==> src/rtl/uart_tx_cfg.sv <==
// rtl/uart_tx_cfg.sv - configurable UART transmitter (DATA_W/PARITY/STOP_BITS), tick-paced, back-to-back frames
// Optional UART_TX_BREAK_EN adds a send_break input that emits a full-frame-length break.
module uart_tx_cfg #(
  parameter int DATA_W    = 8,
  parameter int PARITY    = 1,
  parameter int STOP_BITS = 1
) (
  input  logic              clk,
  input  logic              rst,
  input  logic              baud_clk,
  input  logic              wr_en,
  input  logic [DATA_W-1:0] data_in,
`ifdef UART_TX_BREAK_EN
  input  logic              send_break,
`endif
  output logic              ready,
  output logic              busy,
  output logic              done_tx,
  output logic              tx_out
);

  localparam int                IDX_W    = $clog2(DATA_W);
  localparam logic [IDX_W-1:0]  IDX_LAST = IDX_W'(DATA_W - 1);
  localparam logic              PAR_EN   = (PARITY != 0);
  localparam logic              PAR_ODD  = (PARITY == 2);
  localparam logic              STOP_TWO = (STOP_BITS == 2);

  typedef enum logic [2:0] {
    S_IDLE, S_ARM, S_START, S_DATA, S_PARITY, S_STOP
`ifdef UART_TX_BREAK_EN
    , S_BRK_LOW, S_BRK_HIGH
`endif
  } state_t;

  state_t            state;
  logic [DATA_W-1:0] shreg;
  logic              par_bit;
  logic [IDX_W-1:0]  idx;
  logic [IDX_W-1:0]  idx_nxt;
  logic              stop_cnt;
  logic              pending;
  logic              accept;
  logic              par_in;

`ifdef UART_TX_BREAK_EN
  localparam int         FRAME_TICKS = 1 + DATA_W + int'(PAR_EN) + STOP_BITS;
  localparam logic [3:0] BRK_LAST    = 4'(FRAME_TICKS - 1);
  logic       brk_mode;
  logic [3:0] brk_cnt;
  // a break request in IDLE wins over a simultaneous word
  assign accept = wr_en && ready && !((state == S_IDLE) && send_break);
`else
  assign accept = wr_en && ready;
`endif

  assign par_in  = (^data_in) ^ PAR_ODD;
  assign idx_nxt = idx + 1'b1;

  always_ff @(posedge clk or negedge rst) begin
    if (!rst) begin
      state    <= S_IDLE;
      tx_out   <= 1'b1;
      ready    <= 1'b1;
      busy     <= 1'b0;
      done_tx  <= 1'b0;
      pending  <= 1'b0;
      shreg    <= '0;
      par_bit  <= 1'b0;
      idx      <= '0;
      stop_cnt <= 1'b0;
`ifdef UART_TX_BREAK_EN
      brk_mode <= 1'b0;
      brk_cnt  <= '0;
`endif
    end else begin
      done_tx <= 1'b0;
      if (accept) begin
        shreg   <= data_in;
        par_bit <= par_in;
      end
      case (state)
        S_IDLE: begin
`ifdef UART_TX_BREAK_EN
          if (send_break) begin
            state    <= S_ARM;
            brk_mode <= 1'b1;
            ready    <= 1'b0;
            busy     <= 1'b1;
          end else
`endif
          if (wr_en) begin
            state <= S_ARM;
            ready <= 1'b0;
            busy  <= 1'b1;
          end
        end
        S_ARM: begin
          if (baud_clk) begin
            tx_out <= 1'b0;
`ifdef UART_TX_BREAK_EN
            if (brk_mode) begin
              state   <= S_BRK_LOW;
              brk_cnt <= '0;
            end else
`endif
            state <= S_START;
          end
        end
        S_START: begin
          if (baud_clk) begin
            state  <= S_DATA;
            idx    <= '0;
            tx_out <= shreg[0];
          end
        end
        S_DATA: begin
          if (baud_clk) begin
            if (idx == IDX_LAST) begin
              if (PAR_EN) begin
                state  <= S_PARITY;
                tx_out <= par_bit;
              end else begin
                state    <= S_STOP;
                tx_out   <= 1'b1;
                stop_cnt <= 1'b0;
                ready    <= !STOP_TWO;
              end
            end else begin
              idx    <= idx_nxt;
              tx_out <= shreg[idx_nxt];
            end
          end
        end
        S_PARITY: begin
          if (baud_clk) begin
            state    <= S_STOP;
            tx_out   <= 1'b1;
            stop_cnt <= 1'b0;
            ready    <= !STOP_TWO;
          end
        end
        S_STOP: begin
          // ready is only high in the last stop bit, so this is the follow-on word
          if (accept) begin
            pending <= 1'b1;
            ready   <= 1'b0;
          end
          if (baud_clk) begin
            if (STOP_TWO && !stop_cnt) begin
              stop_cnt <= 1'b1;
              ready    <= 1'b1;
            end else begin
              done_tx <= 1'b1;
              if (pending || accept) begin
                state   <= S_START;
                tx_out  <= 1'b0;
                pending <= 1'b0;
                ready   <= 1'b0;
              end else begin
                state <= S_IDLE;
                ready <= 1'b1;
                busy  <= 1'b0;
              end
            end
          end
        end
`ifdef UART_TX_BREAK_EN
        S_BRK_LOW: begin
          if (baud_clk) begin
            if (brk_cnt == BRK_LAST) begin
              state  <= S_BRK_HIGH;
              tx_out <= 1'b1;
            end else begin
              brk_cnt <= brk_cnt + 1'b1;
            end
          end
        end
        S_BRK_HIGH: begin
          if (baud_clk) begin
            done_tx  <= 1'b1;
            state    <= S_IDLE;
            ready    <= 1'b1;
            busy     <= 1'b0;
            brk_mode <= 1'b0;
          end
        end
`endif
        default: begin
          state  <= S_IDLE;
          tx_out <= 1'b1;
          ready  <= 1'b1;
          busy   <= 1'b0;
        end
      endcase
    end
  end

endmodule

==> config.mk <==
export PLATFORM = sky130hd
export DESIGN_NAME = uart_tx_cfg
export DESIGN_NICKNAME = d
export VERILOG_FILES = /design/src/rtl/uart_tx_cfg.sv
export SDC_FILE = /design/constraint.sdc
export NUM_CORES = 1
export LEC_CHECK = 0
export BUFFER_PORTS_ARGS = -buffer_cell sky130_fd_sc_hd__buf_2
export CAP_MARGIN = 0
export CORE_ASPECT_RATIO = 0.75
export CORE_MARGIN = 5
export CORE_UTILIZATION = 44
export DETAILED_ROUTE_END_ITERATION = 7
export HOLD_SLACK_MARGIN = 0.02
export SETUP_SLACK_MARGIN = 0.5
export SLEW_MARGIN = 30
export SYNTH_ARGS = -nofsm -noshare
export SYNTH_HDL_FRONTEND = slang
export SYNTH_SLANG_ARGS = --single-unit
==> constraint.sdc <==
create_clock -name clk -period 2.2 [get_ports clk]
set_clock_uncertainty 0.1 [all_clocks]
set_input_delay 0.55 -clock clk [delete_from_list [all_inputs] [get_ports clk]]
set_output_delay 0.55 -clock clk [all_outputs]
set_load 0.02 [all_outputs]
==> results.md, run 1 <==
- Gate power share: 0.465
- Layout cell share with drive strength beyond 1: 0.359
- Crit Path Class: reg -> reg
- Hold Buf Count CTS: 0
- Core Util, Final: 0.545
- Cell Pwr Density: about 1100 nW/um^2
- Crit path launch: idx[0]
- Max VDD drop: 0.618 mV
- Initial antenna violation count: 0
- DP Wirelength: 1660 um
- Clk pwr share: 0.144
- Critical Path RT: 2.35 ns
- Worst-path cell chain: ha_2 -> ha_4 -> mux4_2 -> nand2b_4 -> a32o_1 -> mux2_4
- Relative slew slack: 0.689
- RePlAce Congestion: about 0.8
- Crit path capture: tx_out
- Routed WL: ~2300 um
- Sequential share of the synthesized area: 0.440
- Avg Cell Area, Syn: approximately 10 um^2
- Post-synth top area cell: dfrtp_1
- Die height: approximately 54 um
- DR vias/cell: roughly 5.5
- Worst Max-Slew Pin Slew: 0.466 ns
- CP Launch Type: flip-flop
- Worst path slowest cell: dfrtp_1
- Cell family with most CP delay: multiplexers
- Most frequent cells in the layout: 18 x dfrtp_1, 13 x buf_2, 10 x buf_4
- Seq pwr share: 0.391
- Reg2Reg Capture Point: tx_out
- Syn Inst Count: approximately 110
- Fillers: roughly 250
- Post-layout net count: 146
- Detailed Routing Iterations Pass 1: 4
- Setup total negative slack: 0 ns
- Global-route wire length before repair: between 4000 and 5000 um
- Net Count, Synth: 123
- Pin count of the biggest net entering global routing: 21
- Fin. max-slew vios: 0
- CTS tree: done
- Initial drt markers: 15
- Overall Global Routing Usage: 0.151
- Initial Utilization: 0.450
- Area grow syn2layout: 21.2%
- Vias: 919
- # rows: 16
- Die ar.: between 3000 and 4000 um^2
- Net Sw Power: 0.519 mW
- Ys Warns: 0
- Netlist cell types: 36
- Number of global-route vias before repair: ~850
- DRT antenna net count: 0
- R2R setup slack: around 0.29 ns
- Min Hold Slack: approximately 0.07 ns
- Max Freq: about 520 MHz
- R2r worst-path depth: 6
- Worst R2R Start: idx[0]
- Switch share: 0.345
- Critical path depth: 6
- Mapped Area: between 1000 and 1500 um^2
- Root buffer cell: clkbuf_4
- DRC violations left: 0
- Worst-path clk slew: between 0.1 and 0.15 ns
- Clock Sinks: 20
- Worst-path maximum fanout: 2
- Worst EP arrival: ~2.1 ns
- Routed WL per cell: between 10 and 15 um
- PortBufs: 15
- Top-area cell type share of the netlist area: 0.394
- Synth area leaders: dfrtp_1 39%, mux2_2 8.9%, xnor2_1 5.4%, dfstp_2 4.6%, a22o_1 3.8%
- Final Non-Filler Cells: around 170
- Flop and latch count out of synthesis: 20
- N_diodes: 0
- Largest stage delay, worst path: about 0.4 ns
- Hold crit path type: in -> async
- Overflow after GRT: 0
- Int Pwr: 0.985 mW
- Die width: 68.9 um
- P_leak: between 0.6 and 0.7 nW
- Core area: 2540 um^2
- H-tree depth: 1
- Maximum buffer depth of the clock tree: 2
- Status: complete, no violations
- Ports: 16
- Cts bufs inserted: 3
- Final Cell Area: ~1400 um^2
- Endpoints failing hold: 0
- Final min period: around 1.9 ns
- Setup violators final: 0
- RSZ-0062 raised after global routing: true
- Later-pin clock latency in the skew report: just over 0.3 ns
- Endpoint class of the critical path: flip-flop
- Max Cap Viol: 0
- Worst Path Buf+Inv: 0
- Most common cell after layout, fill and taps aside: dfrtp_1
- Final worst-path cycle share: 0.869
- Placed cells: 157
- Area after DPL: roughly 1300 um^2
[layout make-up]
| class | instances | area [um^2] | area share |
|---|---|---|---|
| clock buffers | 4 | 36.3 | 0.0262 |
| inverters | 3 | 11.3 | 0.00812 |
| multi-input cells | 80 | 639 | 0.461 |
| flip-flops and latches | 20 | 503 | 0.363 |
| well taps | 36 | 45.0 | 0.0325 |
| repair buffers | 24 | 151 | 0.109 |
[power groups by stage]
stage / Clock (mW) / Combinational [mW] / Sequential (mW)
3_3_place_gp: 0 / 0.580 / 0.590
6_report: 0.216 / 0.700 / 0.588
4_1_cts: 0.219 / 0.694 / 0.586
5_1_grt: 0.242 / 0.772 / 0.609
3_5_place_dp: 0 / 0.594 / 0.590
2_1_floorplan: 0 / 0.469 / 0.571
[metal layers]
| layer | vias up | track usage | share of wire |
|---|---|---|---|
| li1 | 443 | - | - |
| met4 | 0 | 0.0291 | 0 |
| met1 | 455 | 0.214 | 0.49 |
| met2 | 21 | 0.222 | 0.45 |
| met5 | - | 0 | 0 |
| met3 | 0 | 0.0543 | 0.060 |
[kinds of logic after synthesis]
logic type	share of synthesized area
adders and majority gates	0.0219
DFF	0.440
AOI/OAI and AO/OA	0.159
buffers and inverters	0.0372
muxes	0.158
xor gates and xnor gates	0.0536
and+or+nand+nor	0.131
[timing repair]
| item | CTS | global route |
|---|---|---|
| resized for setup | 4 | 3 |
| endpoints found under the setup margin | 3 | 6 |
| pin swaps | 4 | 2 |
| setup buffers | 6 | 0 |
| hold endpoints to repair | 0 | 0 |
[how the worst min path moves through the flow]
stage            start  endpoint  slack (ns)  depth (start not counted)
2_1_floorplan      rst      busy        0.15                          0
3_3_place_gp   par_bit   par_bit        0.37                          2
3_5_place_dp   par_bit   par_bit        0.38                          2
4_1_cts            rst  shreg[2]        0.08                          1
5_1_grt            rst  shreg[2]        0.09                          1
6_report           rst    idx[0]        0.07                          1
[worst reg2reg max path: cells and delay by family (launching register included)]
kind	cells	cell delay, ns
flip-flops	1	0.40
AO/OA/AOI/OAI	1	0.21
multiplexers	2	0.53
AND/OR/NAND/NOR	1	0.14
adder cells (fa/ha/maj)	2	0.47
[state kept, by name (all words and copies together), names as in the netlist]
register  count
idx           3
state         3
par_bit       1
ready         1
shreg         8
busy          1
tx_out        1
done_tx       1
pending       1
[cell usage after synthesis, drive strengths merged]
cell and count:
o211ai 1, mux2 11, o21ai 3, xnor2 7, o32ai 1, ha 2, nand3 2, nand3b 2
nor2 9, inv 3, a22o 5, o41ai 1, a211oi 1, a32o 1, o2bb2ai 2, a21boi 1
mux2i 3, and3 1, buf 3, nand2 5, clkbuf 3, nor3 3, a21oi 8, dfstp 2
mux4 1, dfrtp 18, o22ai 1, nor3b 1, nor2b 2, nand2b 5, o22a 1
[through the flow]
step / setup WS, ns / power, mW
4_1_cts: 0.281 / 1.50
5_1_grt: 0.206 / 1.62
2_1_floorplan: 0.326 / 1.04
6_report: 0.289 / 1.50
3_3_place_gp: 0.307 / 1.17
3_5_place_dp: 0.268 / 1.18
No activity file was read; power rests on OpenSTA's default activity.
==> inputs of run 2 (changes only) <==
==> constraint.sdc (replaced) <==
create_clock -name clk -period 2.2 [get_ports clk]
set_clock_uncertainty 0.1 [all_clocks]
set_input_delay 0.44 -clock clk [delete_from_list [all_inputs] [get_ports clk]]
set_output_delay 0.44 -clock clk [all_outputs]
set_load 0.02 [all_outputs]
==> results.md, run 2 (synthesis gave the netlist of run 1 again) <==
- H-tree depth: 1
- R2R setup slack: between 0.2 and 0.3 ns
- # rows: 16
- Die width: around 69 um
- Global-route wire length before repair: about 4000 um
- Status: complete, no violations
- Die ar.: 3730 um^2
- Pin count of the biggest net entering global routing: 21
- Most frequent cells in the layout: 17 x dfrtp_1, 15 x buf_2, 9 x nor2_1, 9 x mux2_2
- Endpoint class of the critical path: flip-flop
- Routed WL per cell: 14.2 um
- Setup violators final: 0
- Layout cell share with drive strength beyond 1: 0.359
- Max VDD drop: roughly 0.47 mV
- Max Freq: between 500 and 600 MHz
- Crit Path Class: reg -> reg
- Worst path slowest cell: dfrtp_1
- Final worst-path cycle share: 0.875
- Max Cap Viol: 0
- Relative slew slack: 0.677
- Cell family with most CP delay: multiplexers
- Overflow after GRT: 0
- Routed WL: around 2400 um
- Worst-path cell chain: ha_2 -> ha_4 -> mux4_2 -> nand2b_4 -> a32o_1 -> mux2_4
- Fillers: 224
- Initial drt markers: 24
- Number of global-route vias before repair: approximately 870
- Fin. max-slew vios: 0
- PortBufs: 15
- Placed cells: 156
- DRT antenna net count: 0
- Critical Path RT: 2.34 ns
- Initial antenna violation count: 0
- CTS tree: done
- Vias: ~880
- Worst Path Buf+Inv: 0
- Largest reg by FF count: shreg
- N_diodes: 0
- Maximum buffer depth of the clock tree: 2
- Post-layout net count: about 150
- Max reg flops: 8
- Worst EP arrival: a little over 2 ns
- Hold crit path type: in -> reg
- Clock Sinks: 20
- Area grow syn2layout: 23.9%
- Final Non-Filler Cells: 167
- Overall Global Routing Usage: 0.150
- Final min period: between 1.5 and 2 ns
- RSZ-0062 raised after global routing: true
- DP Wirelength: between 1500 and 2000 um
- Cts bufs inserted: 3
- Worst Max-Slew Pin Slew: ~0.48 ns
- CP Launch Type: flip-flop
- P_leak: about 0.63 nW
- Initial Utilization: 0.450
- Root buffer cell: clkbuf_4
- Die height: roughly 54 um
- Cell Pwr Density: 1120 nW/um^2
- DRC violations left: 0
- Most common cell after layout, fill and taps aside: dfrtp_1
- Ports: 16
- Detailed Routing Iterations Pass 1: 4
- RePlAce Congestion: roughly 0.79
- Later-pin clock latency in the skew report: roughly 0.3 ns
- Endpoints failing hold: 0
- Setup total negative slack: 0 ns
- Worst-path clk slew: roughly 0.12 ns
- DR vias/cell: ~5.3
- Largest regs: shreg (8), idx (3), state (3)
- Worst-path maximum fanout: 2
- Largest stage delay, worst path: around 0.4 ns
- Core area: 2540 um^2
[run 2: cell type report]
class	instances	area, um^2	area share
clock buffers	3	22.5	0.0159
clock inverters	1	30.0	0.0212
inverters	3	11.3	0.00795
multi-input cells	80	658	0.465
flip-flops and latches	20	504	0.356
well taps	36	45.0	0.0318
repair buffers	24	145	0.102
[run 2: where the power goes]
group / total, mW / internal [mW] / switching [mW]
Combinational: 0.697 / 0.391 / 0.307
Sequential: 0.592 / 0.485 / 0.107
Clock: 0.300 / 0.184 / 0.116
[run 2: worst register-to-register path: stages (launching register included)]
cell and delay (ns):
dfrtp_1 0.40, ha_2 0.20, ha_4 0.27, mux4_2 0.28, nand2b_4 0.15, a32o_1 0.21, mux2_4 0.26
[run 2: metrics by stage]
stage	power (mW)	hold WS, ns	setup WS, ns	utilization	area (um^2)
2_1_floorplan	1.04	0.0444	0.326	-	1170
3_3_place_gp	1.16	0.316	0.308	0.500	1270
3_5_place_dp	1.18	0.314	0.268	0.500	1270
4_1_cts	1.58	0.276	0.276	0.549	1400
5_1_grt	1.70	0.270	0.216	0.557	1420
6_report	1.59	0.285	0.276	0.557	1420
[run 2: worst paths after layout]
path | start | endpoint | cells past startpoint
worst max register to register | idx[0] | tx_out | 6
max in group asynchronous | rst | tx_out | 2
worst min-delay path | data_in[6] | shreg[6] | 2
worst max-delay path | idx[0] | tx_out | 6
worst min register to register | par_bit | par_bit | 2
min in group asynchronous | rst | idx[0] | 2
[run 2: what timing repair did]
item                                   4_1_cts  5_1_grt
hold buffers                                 1        0
pin swaps                                    4        3
setup buffers                                6        0
setup endpoints to repair                    2        5
endpoints found under the hold margin       18        0
gates resized for setup                      3        3
[run 2: routing by layer]
layer	wire, um	global-route usage
met1	1150	0.197
met2	1070	0.233
met3	130	0.0585
met4	18	0.0388
met5	0	0
==> inputs of run 3 (changes only) <==
- PLACE_DENSITY: default -> 0.63
==> results.md, run 3 (synthesis gave the netlist of run 1 again) <==
- Critical Path RT: between 2 and 2.5 ns
- Core area: between 2000 and 3000 um^2
- Core Util, Final: 0.553
- Most common cell after layout, fill and taps aside: dfrtp_1
- # rows: 16
- Final worst-path cycle share: 0.867
- Worst-path cell chain: ha_2 -> ha_4 -> mux4_2 -> nand2b_4 -> a32o_1 -> mux2_4
- Clk pwr share: 0.189
- Largest regs: shreg (8), idx (3), state (3)
- Root buffer cell: clkbuf_4
- Overall Global Routing Usage: 0.153
- Fin. max-slew vios: 0
- DRC violations left: 0
- Gate power share: 0.442
- Min Hold Slack: approximately 0.3 ns
- Final min period: between 1.5 and 2 ns
- Pin count of the biggest net entering global routing: 21
- Endpoints failing hold: 0
- DR vias/cell: about 5.3
- Status: complete, no violations
- Cts bufs inserted: 3
- Net Sw Power: 0.512 mW
- Max Freq: between 500 and 600 MHz
- Largest reg by FF count: shreg
- Largest stage delay, worst path: about 0.40 ns
- Ports: 16
- Most frequent cells in the layout: 17 x dfrtp_1, 15 x buf_2, 9 x nor2_1, 9 x mux2_2, 9 x buf_4
- Initial Utilization: 0.450
- Cell Pwr Density: between 1000 and 1500 nW/um^2
- Worst-path clk slew: 0.11 ns
- Global-route wire length before repair: around 4100 um
- Pwr Total: around 1.6 mW
- Cell family with most CP delay: multiplexers
- Worst-path maximum fanout: 2
- Die height: ~54 um
- Worst Path Buf+Inv: 0
- Number of global-route vias before repair: 900
- Initial drt markers: 35
- H-tree depth: 1
- Layout cell share with drive strength beyond 1: 0.364
- CTS tree: done
- Area grow syn2layout: 22.9%
- N_diodes: 0
- Hold crit path type: in -> reg
- Worst path slowest cell: dfrtp_1
- Max Cap Viol: 0
- Initial antenna violation count: 0
- P_leak: approximately 0.62 nW
- Fillers: around 250
- Routed WL per cell: 13.9 um
- RSZ-0062 raised after global routing: true
- Vias: slightly below 900
- Detailed Routing Iterations Pass 1: 4
- Overflow after GRT: 0
- Endpoint class of the critical path: flip-flop
- Max reg flops: 8
- Switch share: 0.326
- DRT antenna net count: 0
- Die width: ~70 um
- RePlAce Congestion: ~0.8
- CP Launch Type: flip-flop
- Int Pwr: roughly 1.1 mW
- DP Wirelength: about 1700 um
- Seq pwr share: 0.369
- Worst Max-Slew Pin Slew: 0.451 ns
- Max VDD drop: 0.607 mV
- Routed WL: about 2300 um
- PortBufs: 15
- Maximum buffer depth of the clock tree: 2
- Setup violators final: 0
- Worst EP arrival: between 2 and 2.5 ns
- Crit Path Class: reg -> reg
- Relative slew slack: 0.700
- Clock Sinks: 20
- Die ar.: 3730 um^2
- Later-pin clock latency in the skew report: 0.30 ns
- Post-layout net count: 147
- Setup total negative slack: 0 ns
## run 3: changes by cell type in the layout (fill, tap and decap cells not counted), sizes merged
cell / delta
buf: +1
## run 3: metal layers
metal,GRT usage,vias to the layer above,part of all wire
met5,0,-,0
met4,0.0388,0,0.0064
met3,0.0438,2,0.034
met2,0.237,12,0.45
met1,0.209,438,0.51
li1,-,441,-
## run 3: layout make-up
| type | count | area (um^2) | share of cell area |
|---|---|---|---|
| clock buffer | 3 | 22.5 | 0.0160 |
| clock inverter | 1 | 30.0 | 0.0214 |
| inverter | 3 | 11.3 | 0.00801 |
| multi-input combinational | 80 | 639 | 0.455 |
| sequential | 20 | 504 | 0.359 |
| tap | 36 | 45.0 | 0.0321 |
| timing repair buffer | 25 | 153 | 0.109 |
## run 3: per-stage QoR
| stage | std cells | setup slack [ns] | cell area, um^2 |
|---|---|---|---|
| after floorplan | 109 | 0.326 | 1170 |
| after global placement | 156 | 0.309 | 1270 |
| after detailed placement | 156 | 0.264 | 1270 |
| after CTS | 167 | 0.285 | 1390 |
| after global routing | 168 | 0.208 | 1410 |
| final | 168 | 0.292 | 1410 |
## run 3: repair_timing
action                                  4_1_cts  5_1_grt
pin swaps                                     3        2
hold buffers                                  1        0
endpoints found under the setup margin        2        6
setup buffers                                 6        1
endpoints found under the hold margin        18        0
gates resized for setup                       2        2
## run 3: power groups by stage
stage | clock [mW] | sequential (mW) | combinational (mW)
after floorplan | 0 | 0.571 | 0.469
after global placement | 0 | 0.581 | 0.576
final | 0.297 | 0.580 | 0.694
after detailed placement | 0 | 0.584 | 0.595
after CTS | 0.305 | 0.578 | 0.666
after global routing | 0.320 | 0.599 | 0.774
## run 3: worst reg2reg max path, cell delays in order, from the launching register on
cell and delay [ns]:
dfrtp_1 0.40, ha_2 0.20, ha_4 0.27, mux4_2 0.28
nand2b_4 0.14, a32o_1 0.21, mux2_4 0.25
## run 3: worst paths after layout
check	from	slack, ns	depth (start not counted)	end
min in group asynchronous	rst	0.50	2	idx[0]
hold reg to reg	par_bit	0.40	2	par_bit
hold / removal	data_in[6]	0.29	2	shreg[6]
setup / recovery	idx[1]	0.29	6	tx_out
setup reg to reg	idx[1]	0.29	6	tx_out
max in group asynchronous	rst	1.15	2	ready
